==> config.mk <==
export PLATFORM = sky130hd
export DESIGN_NAME = seg_scan_ctrl
export DESIGN_NICKNAME = d
export VERILOG_FILES = /design/src/rtl/seg_scan_ctrl.sv
export SDC_FILE = /design/constraint.sdc
export NUM_CORES = 1
export LEC_CHECK = 0
export CORE_ASPECT_RATIO = 1.75
export CORE_MARGIN = 5
export CORE_UTILIZATION = 65
export DETAILED_ROUTE_END_ITERATION = 7
export GPL_ROUTABILITY_DRIVEN = 0
export PLACE_DENSITY = 0.86
export SETUP_SLACK_MARGIN = 0.02
export SLEW_MARGIN = 0
export SYNTH_ARGS = -nofsm -noshare
export SYNTH_HDL_FRONTEND = slang
export SYNTH_SLANG_ARGS = --single-unit
==> constraint.sdc <==
create_clock -name clk -period 10.2 [get_ports clk]
set_input_delay 3.06 -clock clk [delete_from_list [all_inputs] [get_ports clk]]
set_output_delay 3.06 -clock clk [all_outputs]
set_load 0.02 [all_outputs]
==> src/rtl/seg_scan_ctrl.sv <==
// seg_scan_ctrl
// Drives a 4-digit common-anode seven-segment display. Each digit holds a
// hex value plus decimal point. The controller multiplexes the digits onto
// shared select and segment pins. Each slot starts with a dead-time blank to
// suppress ghosting. A PWM on-phase follows, and it sets the brightness.
//
// Parameters
//   SLOT_CYCLES  clk cycles per digit slot (>= 8)
//   DEAD_CYCLES  blanked cycles at the start of each slot (< SLOT_CYCLES)
//
// Ports
//   clk, rst_n   clock (rising edge), async active-low reset
//   wr_en        one-cycle write strobe
//   wr_addr      digit index to write (0 = rightmost, io_sel[0])
//   wr_data      {dp, hex[3:0]}
//   digit_en     per-digit enable, 0 blanks that digit's whole slot
//   bright       on-phase duty in eighths (0 = 1/8, 7 = full)
//   frame_tick   one-cycle pulse at the start of each digit-0 slot
//   io_sel       digit select, active-low
//   io_seg       {dp,g,f,e,d,c,b,a}, active-low
//
// Build option
//   SEG_SCAN_DBUF_EN  writes land in a back buffer that is copied to the
//                     displayed buffer at the end of each frame
//
// Slot phases (derived from cnt):
//   phase | meaning
//   DEAD  | cnt < DEAD_CYCLES, all pins blanked
//   ON    | within on_len cycles after DEAD and digit enabled, digit driven
//   OFF   | remainder of slot, all pins blanked
module seg_scan_ctrl #(
    parameter int SLOT_CYCLES = 25000,
    parameter int DEAD_CYCLES = 500
) (
    input  logic       clk,
    input  logic       rst_n,
    input  logic       wr_en,
    input  logic [1:0] wr_addr,
    input  logic [4:0] wr_data,
    input  logic [3:0] digit_en,
    input  logic [2:0] bright,
    output logic       frame_tick,
    output logic [3:0] io_sel,
    output logic [7:0] io_seg
);

    localparam int CW = $clog2(SLOT_CYCLES);
    localparam int PW = CW + 3;
    localparam logic [CW-1:0] CNT_LAST = CW'(SLOT_CYCLES - 1);
    localparam logic [PW-1:0] DEAD_P   = PW'(DEAD_CYCLES);
    localparam logic [PW-1:0] ACTIVE_P = PW'(SLOT_CYCLES - DEAD_CYCLES);

    logic [CW-1:0] cnt;
    logic [1:0]    d;
    logic [4:0]    front [4];
    logic [7:0]    pat_q;
    logic          en_q;
    logic [PW-1:0] on_len_q;

    function automatic logic [7:0] seg_decode(input logic [4:0] v);
        logic [6:0] s;
        case (v[3:0])
            4'h0: s = 7'h3F;
            4'h1: s = 7'h06;
            4'h2: s = 7'h5B;
            4'h3: s = 7'h4F;
            4'h4: s = 7'h66;
            4'h5: s = 7'h6D;
            4'h6: s = 7'h7D;
            4'h7: s = 7'h07;
            4'h8: s = 7'h7F;
            4'h9: s = 7'h6F;
            4'hA: s = 7'h77;
            4'hB: s = 7'h7C;
            4'hC: s = 7'h39;
            4'hD: s = 7'h5E;
            4'hE: s = 7'h79;
            default: s = 7'h71;
        endcase
        return ~{v[4], s};
    endfunction

    logic          slot_start;
    logic          last_cnt;
    logic [PW-1:0] on_prod;
    logic [PW-1:0] on_len_new;
    logic [7:0]    pat_new;
    logic [7:0]    pat_eff;
    logic          en_eff;
    logic [PW-1:0] on_len_eff;
    logic [PW-1:0] cnt_ext;
    logic [PW-1:0] on_end;
    logic          in_on;

    assign slot_start = (cnt == '0);
    assign last_cnt   = (cnt == CNT_LAST);

    // Product is kept at PW bits; the shift by 3 floors to eighths.
    assign on_prod    = ACTIVE_P * ({{(PW-3){1'b0}}, bright} + PW'(1));
    assign on_len_new = on_prod >> 3;
    assign pat_new    = seg_decode(front[d]);

    // On the slot's first cycle the latched copies are not loaded yet, so use
    // the fresh values directly. This matters only when DEAD_CYCLES is 0.
    assign pat_eff    = slot_start ? pat_new       : pat_q;
    assign en_eff     = slot_start ? digit_en[d]   : en_q;
    assign on_len_eff = slot_start ? on_len_new    : on_len_q;

    assign cnt_ext = {3'b000, cnt};
    assign on_end  = DEAD_P + on_len_eff;
    assign in_on   = en_eff && (cnt_ext >= DEAD_P) && (cnt_ext < on_end);

    always_ff @(posedge clk or negedge rst_n) begin
        if (!rst_n) begin
            cnt        <= '0;
            d          <= 2'd0;
            pat_q      <= 8'hFF;
            en_q       <= 1'b0;
            on_len_q   <= '0;
            frame_tick <= 1'b0;
            io_sel     <= 4'hF;
            io_seg     <= 8'hFF;
        end else begin
            cnt <= last_cnt ? '0 : cnt + 1'b1;
            if (last_cnt) d <= d + 1'b1;
            // Slot parameters are frozen here so mid-slot changes never tear.
            if (slot_start) begin
                pat_q    <= pat_new;
                en_q     <= digit_en[d];
                on_len_q <= on_len_new;
            end
            frame_tick <= slot_start && (d == 2'd0);
            io_sel     <= in_on ? ~(4'b0001 << d) : 4'hF;
            io_seg     <= in_on ? pat_eff : 8'hFF;
        end
    end

`ifdef SEG_SCAN_DBUF_EN
    logic [4:0] back [4];
    logic       frame_end;

    assign frame_end = last_cnt && (d == 2'd3);

    // A write in the commit cycle reaches back only. front still takes the
    // old back contents, so that write commits at the next frame end.
    always_ff @(posedge clk or negedge rst_n) begin
        if (!rst_n) begin
            for (int i = 0; i < 4; i++) begin
                back[i]  <= 5'h00;
                front[i] <= 5'h00;
            end
        end else begin
            if (wr_en) back[wr_addr] <= wr_data;
            if (frame_end) begin
                for (int i = 0; i < 4; i++) front[i] <= back[i];
            end
        end
    end
`else
    always_ff @(posedge clk or negedge rst_n) begin
        if (!rst_n) begin
            for (int i = 0; i < 4; i++) front[i] <= 5'h00;
        end else if (wr_en) begin
            front[wr_addr] <= wr_data;
        end
    end
`endif

endmodule

# After elaboration in Yosys (flattened, before gate mapping)
# Memories as Yosys holds them, arrays and structs flattened.
# Index checks and enable logic that the tools add are counted.
# word_totals
ff_bits,77
romBits,112
input_bits,17
output_inout_bits,13
elab_cells,50
mem_count,1
# memory_table
memory,words,width,read_ports,rd_clocked_by_memory_dff,write_ports,line_no,text
(name not given),16,7,1,0,0,62,case (v[3:0])
# classes
addsub,4
n_mul,1
order_cmp,6
eq_ne,1
n_shift,1
n_mux,14
n_bitwise,4
n_reduce_logical,6
# ops
operator,count
bitwise mux 20 bit,1
adder 9 x 18 -> 18 bit (first input constant),1
less-than comparator 15 x 18 -> 1 bit,1
two-way mux 18 bit,1
multiplier 13 x 4 -> 16 bit (first input constant),1
two-way mux 8 bit,2
adder 15 x 1 -> 15 bit (second input constant),1
equality test 15 bit (second input constant),1
greater-or-equal comparator 15 x 9 -> 1 bit (second input constant),1
logical NOT 15 bit,1
two-way mux 15 bit,1
two-way mux 5 bit,3
binary-select mux 5 bit (select 2 bit),1
demux 5 bit (select 2 bit),1
NOT 8 bit,1
greater-or-equal comparator 3 bit (second input constant),2
NOT 2 -> 3 bit,2
adder 3 x 1 -> 4 bit (second input constant),1
logical AND 1 bit,4
two-way mux 4 bit,1
NOT 4 bit,1
<< shifter 1 x 2 -> 4 bit (first input constant),1
less-than comparator 2 x 3 -> 1 bit (second input constant),1
less-than comparator 3 x 1 -> 1 bit (second input constant),1
other kinds (4),5

# Logic depth before layout (Yosys ltp)
# Gate-level depths: netlist of run 1.
# An unclocked memory read counts as a cell.
# logic_depth
depth_word,8
mapped_depth,26
mapped_depth_nobuf,25

# Worst setup path after synthesis of run 1
# Ideal clock, no wire load.
# synth_path
path_kind,input port to flip-flop
start,input bright[0]
end,register io_seg[4]
arrival_time_ns,7.921
path_slack_ns,2.184
cell_stages,23
n_path_buf,1
path_cell_list,ha_1 xor2_1 fa_1 fa_1 inv_1 ha_1 a21oi_1 o311ai_0 xor2_1 nand3_1 a21oi_1 nor2_1 xnor2_1 ha_1 a21o_1 a21o_1 a21oi_1 a221o_1 a31oi_1 a211o_1 o2111ai_2 buf_6 nand4_2
# synth_between
elab_chain_len,7
# synth_lines
item,line_no,text
from (decl),41,"input logic [2:0] bright,"
adder 3 x 1 -> 4 bit,99,"assign on_prod = ACTIVE_P * ({{(PW-3){1'b0}}, bright} + PW'(1));"
multiplier 13 x 4 -> 16 bit,99,
two-way mux 18 bit,--,
adder 9 x 18 -> 18 bit,110,assign on_end = DEAD_P + on_len_eff;
less-than comparator 15 x 18 -> 1 bit,111,assign in_on = en_eff && (cnt_ext >= DEAD_P) && (cnt_ext < on_end);
logical AND 1 bit,111,
two-way mux 8 bit,134,io_seg <= in_on ? pat_eff : 8'hFF;
to (signal assigned),134,
to (decl),44,output logic [7:0] io_seg
# Every way passes these cells.
# A chain may end at the register's enable or synchronous reset.

# Worst setup path in the final report of run 1
# layout_path
start,input bright[0]
end,register io_seg[7]
# Same word-level chain as after synthesis.

==> flow_summary.html, run 1 <==
<table>
<tr><th>Metric</th><th>Value</th></tr>
<tr><th colspan="2">Setup path</th></tr>
<tr><td>Reg2Reg Setup Slack</td><td>4.77 ns</td></tr>
<tr><td>Worst reg2reg path endpoint</td><td>io_seg[7]</td></tr>
<tr><td>Reg2Reg Launch Point</td><td>cnt[3]</td></tr>
<tr><td>Largest driver fanout on the critical path</td><td>12</td></tr>
<tr><td>Number of cells on the worst reg-to-reg path</td><td>18</td></tr>
<tr><td>Crit start category</td><td>primary input</td></tr>
<tr><td>Setup Crit Path Kind</td><td>primary input to flip-flop</td></tr>
<tr><td>Type of element capturing the critical path</td><td>flip-flop</td></tr>
<tr><td>Arrival time of the worst setup path</td><td>9.86 ns</td></tr>
<tr><td>Worst setup path startpoint</td><td>bright[0]</td></tr>
<tr><td>WP data required</td><td>10.46 ns</td></tr>
<tr><td>Critical Path End</td><td>io_seg[7]</td></tr>
<tr><th colspan="2">Logic synthesis</th></tr>
<tr><td>Fraction of post-synthesis cell area in the top cell type by area</td><td>0.2739</td></tr>
<tr><td>Post-synth net total</td><td>579</td></tr>
<tr><td>Average cell area after synthesis</td><td>10.31 um^2</td></tr>
<tr><td>Top cells by area in the synthesized netlist</td><td>sky130_fd_sc_hd__dfrtp_1, sky130_fd_sc_hd__ha_1, sky130_fd_sc_hd__dfstp_2</td></tr>
<tr><td>Post-synth top area cell</td><td>sky130_fd_sc_hd__dfrtp_1</td></tr>
<tr><td>Share of synthesized registers carrying an async set or reset</td><td>1.000</td></tr>
<tr><td>Sequential-to-total area share from yosys stat</td><td>0.3748</td></tr>
<tr><td>Post-synthesis cell type count</td><td>68</td></tr>
<tr><td>Flops &amp; latches, synth</td><td>77</td></tr>
<tr><td>Leading register cell type out of synthesis</td><td>sky130_fd_sc_hd__dfrtp_1</td></tr>
<tr><td>Synthesized instance count</td><td>505</td></tr>
<tr><td>Synthesized cell area</td><td>0.005207 mm^2</td></tr>
<tr><td>Number of enable-type register cells in the synthesized netlist</td><td>0</td></tr>
<tr><td>Yosys warning count</td><td>0</td></tr>
<tr><th colspan="2">Power and ir drop</th></tr>
<tr><td>Power share of the combinational group</td><td>0.371</td></tr>
<tr><td>Leakage power figure</td><td>2.670 nW</td></tr>
<tr><td>Sw Pwr</td><td>0.3799 mW</td></tr>
<tr><td>Worst supply voltage drop on vdd</td><td>0.0001511 V</td></tr>
<tr><td>Pwr Density</td><td>191.9 mW/mm^2</td></tr>
<tr><td>Clock power share</td><td>0.304</td></tr>
<tr><td>Cell Int Power</td><td>0.7455 mW</td></tr>
<tr><td>Switching portion of total power</td><td>0.3376</td></tr>
<tr><td>Part of the total power dissipated in sequential elements</td><td>0.325</td></tr>
<tr><th colspan="2">GRT</th></tr>
<tr><td>Global-route total usage across every layer</td><td>0.2536</td></tr>
<tr><td>Most congested layer reported by global routing</td><td>met2</td></tr>
<tr><td>Leftover overflow at the end of global routing</td><td>0</td></tr>
<tr><td>Global-route wire length before repair</td><td>19.96 mm</td></tr>
<tr><td>Number of antenna violations at the first check in global routing</td><td>0</td></tr>
<tr><td>Met1 routing resource usage after global routing</td><td>0.2426</td></tr>
<tr><td>Maximum number of pins on one net before global-route repair</td><td>78</td></tr>
<tr><td>Met2 capacity usage during global routing</td><td>0.4756</td></tr>
<tr><td>Number of global-route vias before repair</td><td>4292</td></tr>
<tr><td>Met3 Use GR</td><td>0.04062</td></tr>
<tr><th colspan="2">Detailed routing</th></tr>
<tr><td>Avg Vias per Cell</td><td>6.274</td></tr>
<tr><td>Count of nets left with antenna violations after detail routing</td><td>0</td></tr>
<tr><td>Total Routed Length</td><td>11.76 mm</td></tr>
<tr><td>Vias post-DR</td><td>3921</td></tr>
<tr><td>Detailed-route DRC error count</td><td>0</td></tr>
<tr><td>Average routed wire per standard cell</td><td>18.81 um</td></tr>
<tr><td>Number of DRC violations after detailed-routing iteration 0</td><td>153</td></tr>
<tr><td>Detailed-routing iteration count for the pre-antenna-repair pass</td><td>4</td></tr>
<tr><th colspan="2">Floorplan</th></tr>
<tr><td>Core ar.</td><td>0.007855 mm^2</td></tr>
<tr><td>Starting density of the core</td><td>0.6629</td></tr>
<tr><td>Vertical extent of the die</td><td>128.4 um</td></tr>
<tr><td>X dimension of the die</td><td>77.66 um</td></tr>
<tr><td>Site Rows</td><td>43</td></tr>
<tr><td>Top-level I/O count</td><td>30</td></tr>
<tr><td>Area of the die</td><td>0.009972 mm^2</td></tr>
<tr><th colspan="2">Final layout</th></tr>
<tr><td>Multi-input gate area in the final layout</td><td>0.003078 mm^2</td></tr>
<tr><td>End-of-flow core utilization</td><td>0.7467</td></tr>
<tr><td>Filler Cells Inserted</td><td>525</td></tr>
<tr><td>Layout cell share with drive strength beyond 1</td><td>0.1701</td></tr>
<tr><td>Sequential cell area</td><td>0.001952 mm^2</td></tr>
<tr><td>Final antenna diode count</td><td>0</td></tr>
<tr><td>Fin area</td><td>0.005866 mm^2</td></tr>
<tr><td>Number of standard cells in the layout, taps in and fillers out</td><td>625</td></tr>
<tr><td>Most used cells in the layout excluding fill and tap cells</td><td>sky130_fd_sc_hd__nand2_1, sky130_fd_sc_hd__dfrtp_1, sky130_fd_sc_hd__ha_1, sky130_fd_sc_hd__clkdlybuf4s50_1</td></tr>
<tr><td>Post-synthesis to final-layout area growth</td><td>12.64%</td></tr>
<tr><td>Total number of nets in the final design</td><td>604</td></tr>
<tr><th colspan="2">Timing</th></tr>
<tr><td>RSZ-0062 raised after global routing</td><td>no</td></tr>
<tr><td>Final Slew Violations</td><td>0</td></tr>
<tr><td>Skew final</td><td>0.007301 ns</td></tr>
<tr><td>Worst slew pin tran</td><td>1.008 ns</td></tr>
<tr><td>Maximum frequency from static timing analysis</td><td>104.1 MHz</td></tr>
<tr><td>Number of hold-slack violations in the final timing report</td><td>0</td></tr>
<tr><td>Final total negative setup slack</td><td>0 ns</td></tr>
<tr><td>Portion of the clock cycle consumed by the worst path in the final layout</td><td>0.9414</td></tr>
<tr><td>Time the worst path needs with I/O delays and setup</td><td>9.602 ns</td></tr>
<tr><td>Normalized max-slew margin</td><td>0.3267</td></tr>
<tr><td>Number of setup violations in the final report</td><td>0</td></tr>
<tr><th colspan="2">CTS</th></tr>
<tr><td>Clock-pin slew reported for the worst setup and hold paths after clock tree synthesis</td><td>0.06 ns</td></tr>
<tr><td>TritonCTS Buffers</td><td>9</td></tr>
<tr><td>Hold Buf Count CTS</td><td>0</td></tr>
<tr><td># resized after CTS</td><td>0</td></tr>
<tr><td>CTS tree</td><td>done</td></tr>
<tr><td>CTS H-Tree Depth</td><td>3</td></tr>
<tr><td>Buffer depth of the longest clock path</td><td>2</td></tr>
<tr><td>Post-CTS setup-driven buffer insertion count</td><td>0</td></tr>
<tr><td>CTS root buffer</td><td>sky130_fd_sc_hd__clkbuf_16</td></tr>
<tr><td>Skew-Pair Late Insertion Delay</td><td>0.34 ns</td></tr>
<tr><td>TritonCTS sink count</td><td>77</td></tr>
<tr><th colspan="2">Flow run</th></tr>
<tr><td>Max-cap check violation count</td><td>0</td></tr>
<tr><th colspan="2">Placed design</th></tr>
<tr><td>Count of buffers from port buffering</td><td>29</td></tr>
<tr><td>Area of placed instances</td><td>0.005539 mm^2</td></tr>
<tr><td>Cells after DPL</td><td>609</td></tr>
<tr><td>Half-perimeter wire length after detailed placement</td><td>8.980 mm</td></tr>
<tr><th colspan="2">Hold path</th></tr>
<tr><td>Class of the worst hold path</td><td>flip-flop to flip-flop</td></tr>
<tr><th colspan="2">Run status</th></tr>
<tr><td>Result of the run</td><td>completed</td></tr>
</table>
-- state kept, by name, indices dropped and copies added, names as in the netlist --
signal	count
io_sel	4
frame_tick	1
io_seg	8
pat_q	8
en_q	1
d	2
on_len_q	18
front	20
cnt	15
-- worst max-delay path, cell delays in order --
cell                              delay, ns
sky130_fd_sc_hd__clkdlybuf4s50_1       0.74
sky130_fd_sc_hd__ha_1                  0.28
sky130_fd_sc_hd__xor2_1                0.48
sky130_fd_sc_hd__fa_1                  0.59
sky130_fd_sc_hd__fa_1                  0.55
sky130_fd_sc_hd__inv_1                 0.05
sky130_fd_sc_hd__ha_1                  0.36
sky130_fd_sc_hd__a21oi_1               0.35
sky130_fd_sc_hd__o311ai_0              0.26
sky130_fd_sc_hd__xor2_1                0.31
sky130_fd_sc_hd__nand3_1               0.16
sky130_fd_sc_hd__a21oi_1               0.47
sky130_fd_sc_hd__nor2_1                0.14
sky130_fd_sc_hd__and3_1                0.22
sky130_fd_sc_hd__xnor2_1               0.13
sky130_fd_sc_hd__ha_1                  0.30
sky130_fd_sc_hd__nand4_1               0.12
sky130_fd_sc_hd__a221o_1               0.36
sky130_fd_sc_hd__a31oi_1               0.17
sky130_fd_sc_hd__a211o_1               0.14
sky130_fd_sc_hd__o2111ai_2             0.38
sky130_fd_sc_hd__nand3b_1              0.23
-- kinds of logic after synthesis --
| kind of cell | Yosys count | synth area share |
|---|---|---|
| fa+ha+maj | 57 | 0.1470 |
| simple gates | 168 | 0.1706 |
| mux | 30 | 0.07761 |
| xor+xnor | 38 | 0.06535 |
| flops | 77 | 0.3748 |
| compound gates | 92 | 0.1305 |
| buf+inv | 43 | 0.03412 |
-- worst min path at each step --
| stage | startpoint | endpoint | depth (start not counted) |
|---|---|---|---|
| global route | pat_q[0] | pat_q[0] | 2 |
| CTS | pat_q[0] | pat_q[0] | 2 |
| global placement | pat_q[0] | pat_q[0] | 2 |
| detailed placement | en_q | en_q | 2 |
| finish | front[4] | front[4] | 1 |
| floorplan | en_q | en_q | 2 |
-- stage by stage --
step / total power [mW] / hold slack, ns / worst slack [ns]
2_1_floorplan: 0.6760 / 0.4526 / 2.184
3_3_place_gp: 0.7585 / 0.4695 / 0.4854
3_5_place_dp: 0.7804 / 0.4860 / 0.3356
4_1_cts: 1.128 / 0.5007 / 0.6502
5_1_grt: 1.191 / 0.5298 / 0.1741
6_report: 1.125 / 0.5004 / 0.5980
-- Yosys cell counts (4+ instances only) --
master,instances
sky130_fd_sc_hd__mux4_2,6
sky130_fd_sc_hd__a21oi_1,19
sky130_fd_sc_hd__fa_1,7
sky130_fd_sc_hd__o21a_1,5
sky130_fd_sc_hd__and2_1,4
sky130_fd_sc_hd__mux2_2,23
sky130_fd_sc_hd__nor3_1,5
sky130_fd_sc_hd__dfstp_2,20
sky130_fd_sc_hd__and3_1,9
sky130_fd_sc_hd__o31ai_1,5
sky130_fd_sc_hd__nor2_1,27
sky130_fd_sc_hd__ha_1,50
sky130_fd_sc_hd__xnor2_1,23
sky130_fd_sc_hd__nand2b_1,7
sky130_fd_sc_hd__a31oi_1,4
sky130_fd_sc_hd__nand2_1,57
sky130_fd_sc_hd__or2_2,4
sky130_fd_sc_hd__inv_1,27
sky130_fd_sc_hd__a21o_1,10
sky130_fd_sc_hd__o21ai_0,20
sky130_fd_sc_hd__clkbuf_1,11
sky130_fd_sc_hd__nand3_1,19
sky130_fd_sc_hd__dfrtp_1,57
sky130_fd_sc_hd__nand3b_1,5
sky130_fd_sc_hd__nand4_1,5
sky130_fd_sc_hd__xor2_1,14
sky130_fd_sc_hd__or3_1,4
-- final cells by class --
cell class,count,share of cell area
Inverter,27,0.01728
Sequential cell,77,0.3328
Timing Repair Buffer,30,0.05034
Multi-Input combinational cell,385,0.5247
Clock buffer,12,0.04373
Tap cell,90,0.01920
Clock inverter,4,0.01195
-- power groups by stage --
stage / Combinational (mW) / Clock, mW / Sequential (mW)
after floorplan: 0.312 / 0 / 0.364
after global placement: 0.391 / 0 / 0.367
after detailed placement: 0.410 / 0 / 0.371
after CTS: 0.414 / 0.349 / 0.366
after global routing: 0.460 / 0.360 / 0.371
final: 0.417 / 0.342 / 0.366
-- layer usage --
metal / share of wire / vias up
met5: 0 / -
met4: 0.061 / 0
met3: 0.027 / 52
met2: 0.57 / 96
met1: 0.34 / 1930
li1: - / 1843
(Power assumes the default switching activity.)
==> run 2: changes to the inputs <==
--- a/config.mk
+++ b/config.mk
@@ -5,12 +5,14 @@
 export SDC_FILE = /design/constraint.sdc
 export NUM_CORES = 1
 export LEC_CHECK = 0
+export CELL_PAD_IN_SITES_DETAIL_PLACEMENT = 1
+export CELL_PAD_IN_SITES_GLOBAL_PLACEMENT = 2
 export CORE_ASPECT_RATIO = 1.75
 export CORE_MARGIN = 5
-export CORE_UTILIZATION = 65
+export CORE_UTILIZATION = 43
 export DETAILED_ROUTE_END_ITERATION = 7
 export GPL_ROUTABILITY_DRIVEN = 0
-export PLACE_DENSITY = 0.86
+export PLACE_DENSITY_LB_ADDON = 0.25
 export SETUP_SLACK_MARGIN = 0.02
 export SLEW_MARGIN = 0
 export SYNTH_ARGS = -nofsm -noshare
==> run 2 against run 1 <==
Maximum frequency is 1.4% lower. Clock skew shrank 0.0031 ns. Sequential share of layout area is 0.42 points lower. Count of clock-buffer cells in the layout down 1. First-iteration DRC count fell by 47%. Combinational power about the same. Sequential power about the same. Non-clock buffer count rose by 1. Critical path type unchanged. Register-to-register slack gained 0.16 ns. Clock power up 4%. Via count shrank 2.9%. Critical endpoint unchanged. Sequential cell count is the same.
==> flow_summary.html, run 2 (synthesized netlist as in run 1, its figures left out) <==
<table>
<tr><th>Metric</th><th>Value</th></tr>
<tr><th colspan="2">Run status</th></tr>
<tr><td>Result of the run</td><td>completed</td></tr>
<tr><th colspan="2">Setup path</th></tr>
<tr><td>Largest driver fanout on the critical path</td><td>12</td></tr>
<tr><td>Reg2Reg Setup Slack</td><td>4.93 ns</td></tr>
<tr><td>Arrival time of the worst setup path</td><td>10.00 ns</td></tr>
<tr><td>WP data required</td><td>10.46 ns</td></tr>
<tr><td>Setup Crit Path Kind</td><td>primary input to flip-flop</td></tr>
<tr><td>Type of element capturing the critical path</td><td>flip-flop</td></tr>
<tr><td>Crit start category</td><td>primary input</td></tr>
<tr><th colspan="2">Final layout</th></tr>
<tr><td>Total number of nets in the final design</td><td>605</td></tr>
<tr><td>Most used cells in the layout excluding fill and tap cells</td><td>sky130_fd_sc_hd__nand2_1, sky130_fd_sc_hd__dfrtp_1, sky130_fd_sc_hd__ha_1, sky130_fd_sc_hd__clkdlybuf4s50_1</td></tr>
<tr><td>Max reg flops</td><td>20</td></tr>
<tr><td>Biggest register</td><td>front</td></tr>
<tr><td>Multi-input gate area in the final layout</td><td>0.003078 mm^2</td></tr>
<tr><td>Largest registers in the final layout</td><td>front: 20 flops, on_len_q: 18 flops, cnt: 15 flops</td></tr>
<tr><td>Filler Cells Inserted</td><td>1316</td></tr>
<tr><td>Sequential cell area</td><td>0.001952 mm^2</td></tr>
<tr><td>Final antenna diode count</td><td>0</td></tr>
<tr><td>Layout cell share with drive strength beyond 1</td><td>0.1716</td></tr>
<tr><td>Post-synthesis to final-layout area growth</td><td>14.08%</td></tr>
<tr><th colspan="2">Floorplan</th></tr>
<tr><td>Vertical extent of the die</td><td>155.6 um</td></tr>
<tr><td>Site Rows</td><td>53</td></tr>
<tr><td>Top-level I/O count</td><td>30</td></tr>
<tr><td>Core ar.</td><td>0.01194 mm^2</td></tr>
<tr><td>Area of the die</td><td>0.01450 mm^2</td></tr>
<tr><td>Starting density of the core</td><td>0.4363</td></tr>
<tr><td>X dimension of the die</td><td>93.19 um</td></tr>
<tr><th colspan="2">Timing</th></tr>
<tr><td>Maximum frequency from static timing analysis</td><td>102.7 MHz</td></tr>
<tr><td>Skew final</td><td>0.004200 ns</td></tr>
<tr><td>Final Slew Violations</td><td>0</td></tr>
<tr><td>Normalized max-slew margin</td><td>0.3555</td></tr>
<tr><td>Number of hold-slack violations in the final timing report</td><td>0</td></tr>
<tr><td>Number of setup violations in the final report</td><td>0</td></tr>
<tr><td>RSZ-0062 raised after global routing</td><td>no</td></tr>
<tr><td>Final total negative setup slack</td><td>0 ns</td></tr>
<tr><td>Portion of the clock cycle consumed by the worst path in the final layout</td><td>0.9546</td></tr>
<tr><td>Time the worst path needs with I/O delays and setup</td><td>9.737 ns</td></tr>
<tr><td>Worst slew pin tran</td><td>0.9668 ns</td></tr>
<tr><td>Final-layout worst hold slack</td><td>0.4899 ns</td></tr>
<tr><th colspan="2">Placed design</th></tr>
<tr><td>Half-perimeter wire length after detailed placement</td><td>10.40 mm</td></tr>
<tr><td>Count of buffers from port buffering</td><td>29</td></tr>
<tr><th colspan="2">CTS</th></tr>
<tr><td>CTS tree</td><td>done</td></tr>
<tr><td>CTS H-Tree Depth</td><td>3</td></tr>
<tr><td>Buffer depth of the longest clock path</td><td>2</td></tr>
<tr><td>TritonCTS Buffers</td><td>9</td></tr>
<tr><td>Clock-pin slew reported for the worst setup and hold paths after clock tree synthesis</td><td>0.06 ns</td></tr>
<tr><td>Post-CTS setup-driven buffer insertion count</td><td>0</td></tr>
<tr><td>CTS root buffer</td><td>sky130_fd_sc_hd__clkbuf_16</td></tr>
<tr><td># resized after CTS</td><td>0</td></tr>
<tr><td>Hold Buf Count CTS</td><td>0</td></tr>
<tr><td>Skew-Pair Late Insertion Delay</td><td>0.34 ns</td></tr>
<tr><td>TritonCTS sink count</td><td>77</td></tr>
<tr><th colspan="2">Detailed routing</th></tr>
<tr><td>Average routed wire per standard cell</td><td>19.61 um</td></tr>
<tr><td>Number of DRC violations after detailed-routing iteration 0</td><td>81</td></tr>
<tr><td>Total Routed Length</td><td>13.20 mm</td></tr>
<tr><td>Detailed-routing iteration count for the pre-antenna-repair pass</td><td>4</td></tr>
<tr><td>Detailed-route DRC error count</td><td>0</td></tr>
<tr><td>Wire length on met2</td><td>7.838 mm</td></tr>
<tr><td>Count of nets left with antenna violations after detail routing</td><td>0</td></tr>
<tr><td>Avg Vias per Cell</td><td>5.657</td></tr>
<tr><td>Vias post-DR</td><td>3807</td></tr>
<tr><td>Wire length on met1</td><td>4.619 mm</td></tr>
<tr><td>Highest layer used for signal routing</td><td>met4</td></tr>
<tr><td>Routed wl met3</td><td>309 um</td></tr>
<tr><th colspan="2">GRT</th></tr>
<tr><td>Global-route wire length before repair</td><td>21.92 mm</td></tr>
<tr><td>Number of global-route vias before repair</td><td>4228</td></tr>
<tr><td>Global-route total usage across every layer</td><td>0.1974</td></tr>
<tr><td>Leftover overflow at the end of global routing</td><td>0</td></tr>
<tr><td>Maximum number of pins on one net before global-route repair</td><td>78</td></tr>
<tr><td>Number of antenna violations at the first check in global routing</td><td>0</td></tr>
<tr><th colspan="2">Hold path</th></tr>
<tr><td>Class of the worst hold path</td><td>flip-flop to flip-flop</td></tr>
<tr><th colspan="2">Power and ir drop</th></tr>
<tr><td>Leakage power figure</td><td>2.674 nW</td></tr>
<tr><td>Final Power</td><td>1.140 mW</td></tr>
<tr><td>Worst supply voltage drop on vdd</td><td>0.0001129 V</td></tr>
<tr><td>Pwr Density</td><td>192.0 mW/mm^2</td></tr>
<tr><th colspan="2">Flow run</th></tr>
<tr><td>Max-cap check violation count</td><td>0</td></tr>
</table>
[run 2: cell types whose count changed in the layout (fill, tap and decap cells not counted), sizes merged]
cell	change
buf	+1
clkbuf	-1
clkinvlp	+1
[run 2: final timing paths]
kind | startpoint | endpoint | cells after the start
setup / recovery | bright[0] | io_seg[7] | 22
hold / removal | pat_q[0] | pat_q[0] | 2
setup reg to reg | cnt[9] | io_seg[7] | 17
hold reg to reg | pat_q[0] | pat_q[0] | 2
max in group asynchronous | rst_n | on_len_q[9] | 1
min in group asynchronous | rst_n | cnt[3] | 1
[run 2: power breakdown]
part	leakage (nW)	internal, mW	total (mW)	switching, mW
sequential	0.912	0.347	0.367	0.0202
combinational	1.60	0.172	0.418	0.246
clock	0.161	0.229	0.355	0.126
[run 2: cell type report]
| class | instances | area share |
|---|---|---|
| multi-input cells | 385 | 0.5181 |
| clock buffers | 11 | 0.04275 |
| inverters | 27 | 0.01706 |
| repair buffers | 31 | 0.05097 |
| well taps | 137 | 0.02885 |
| clock inverters | 5 | 0.01369 |
| flip-flops and latches | 77 | 0.3286 |
[run 2: worst max-delay path, stage by stage]
cell                              delay, ns
sky130_fd_sc_hd__clkdlybuf4s50_1       0.78
sky130_fd_sc_hd__ha_1                  0.29
sky130_fd_sc_hd__xor2_1                0.49
sky130_fd_sc_hd__fa_1                  0.59
sky130_fd_sc_hd__fa_1                  0.55
sky130_fd_sc_hd__inv_1                 0.05
sky130_fd_sc_hd__ha_1                  0.36
sky130_fd_sc_hd__a21oi_1               0.37
sky130_fd_sc_hd__o311ai_0              0.29
sky130_fd_sc_hd__xor2_1                0.33
sky130_fd_sc_hd__nand3_1               0.16
sky130_fd_sc_hd__a21oi_1               0.44
sky130_fd_sc_hd__nor2_1                0.14
sky130_fd_sc_hd__and3_1                0.22
sky130_fd_sc_hd__xnor2_1               0.14
sky130_fd_sc_hd__ha_1                  0.31
sky130_fd_sc_hd__nand4_1               0.11
sky130_fd_sc_hd__a221o_1               0.36
sky130_fd_sc_hd__a31oi_1               0.14
sky130_fd_sc_hd__a211o_1               0.13
sky130_fd_sc_hd__o2111ai_2             0.42
sky130_fd_sc_hd__nand3b_1              0.26
[run 2: per-stage QoR]
step / cell area [um^2] / utilization / cells / setup WS [ns]
after floorplan: 5207 / - / 505 / 2.184
after CTS: 5941 / 0.4977 / 673 / 0.3657
after global placement: 5605 / 0.4696 / 657 / 0.1686
after detailed placement: 5605 / 0.4696 / 657 / 0.03775
final: 5941 / 0.4977 / 673 / 0.4626
after global routing: 5941 / 0.4977 / 673 / 0.02537
[run 2: per-layer routing]
metal,global-route usage,vias up
met5,0,-
met4,0.08176,0
met3,0.03475,23
met2,0.3905,44
met1,0.1965,1910
li1,-,1830
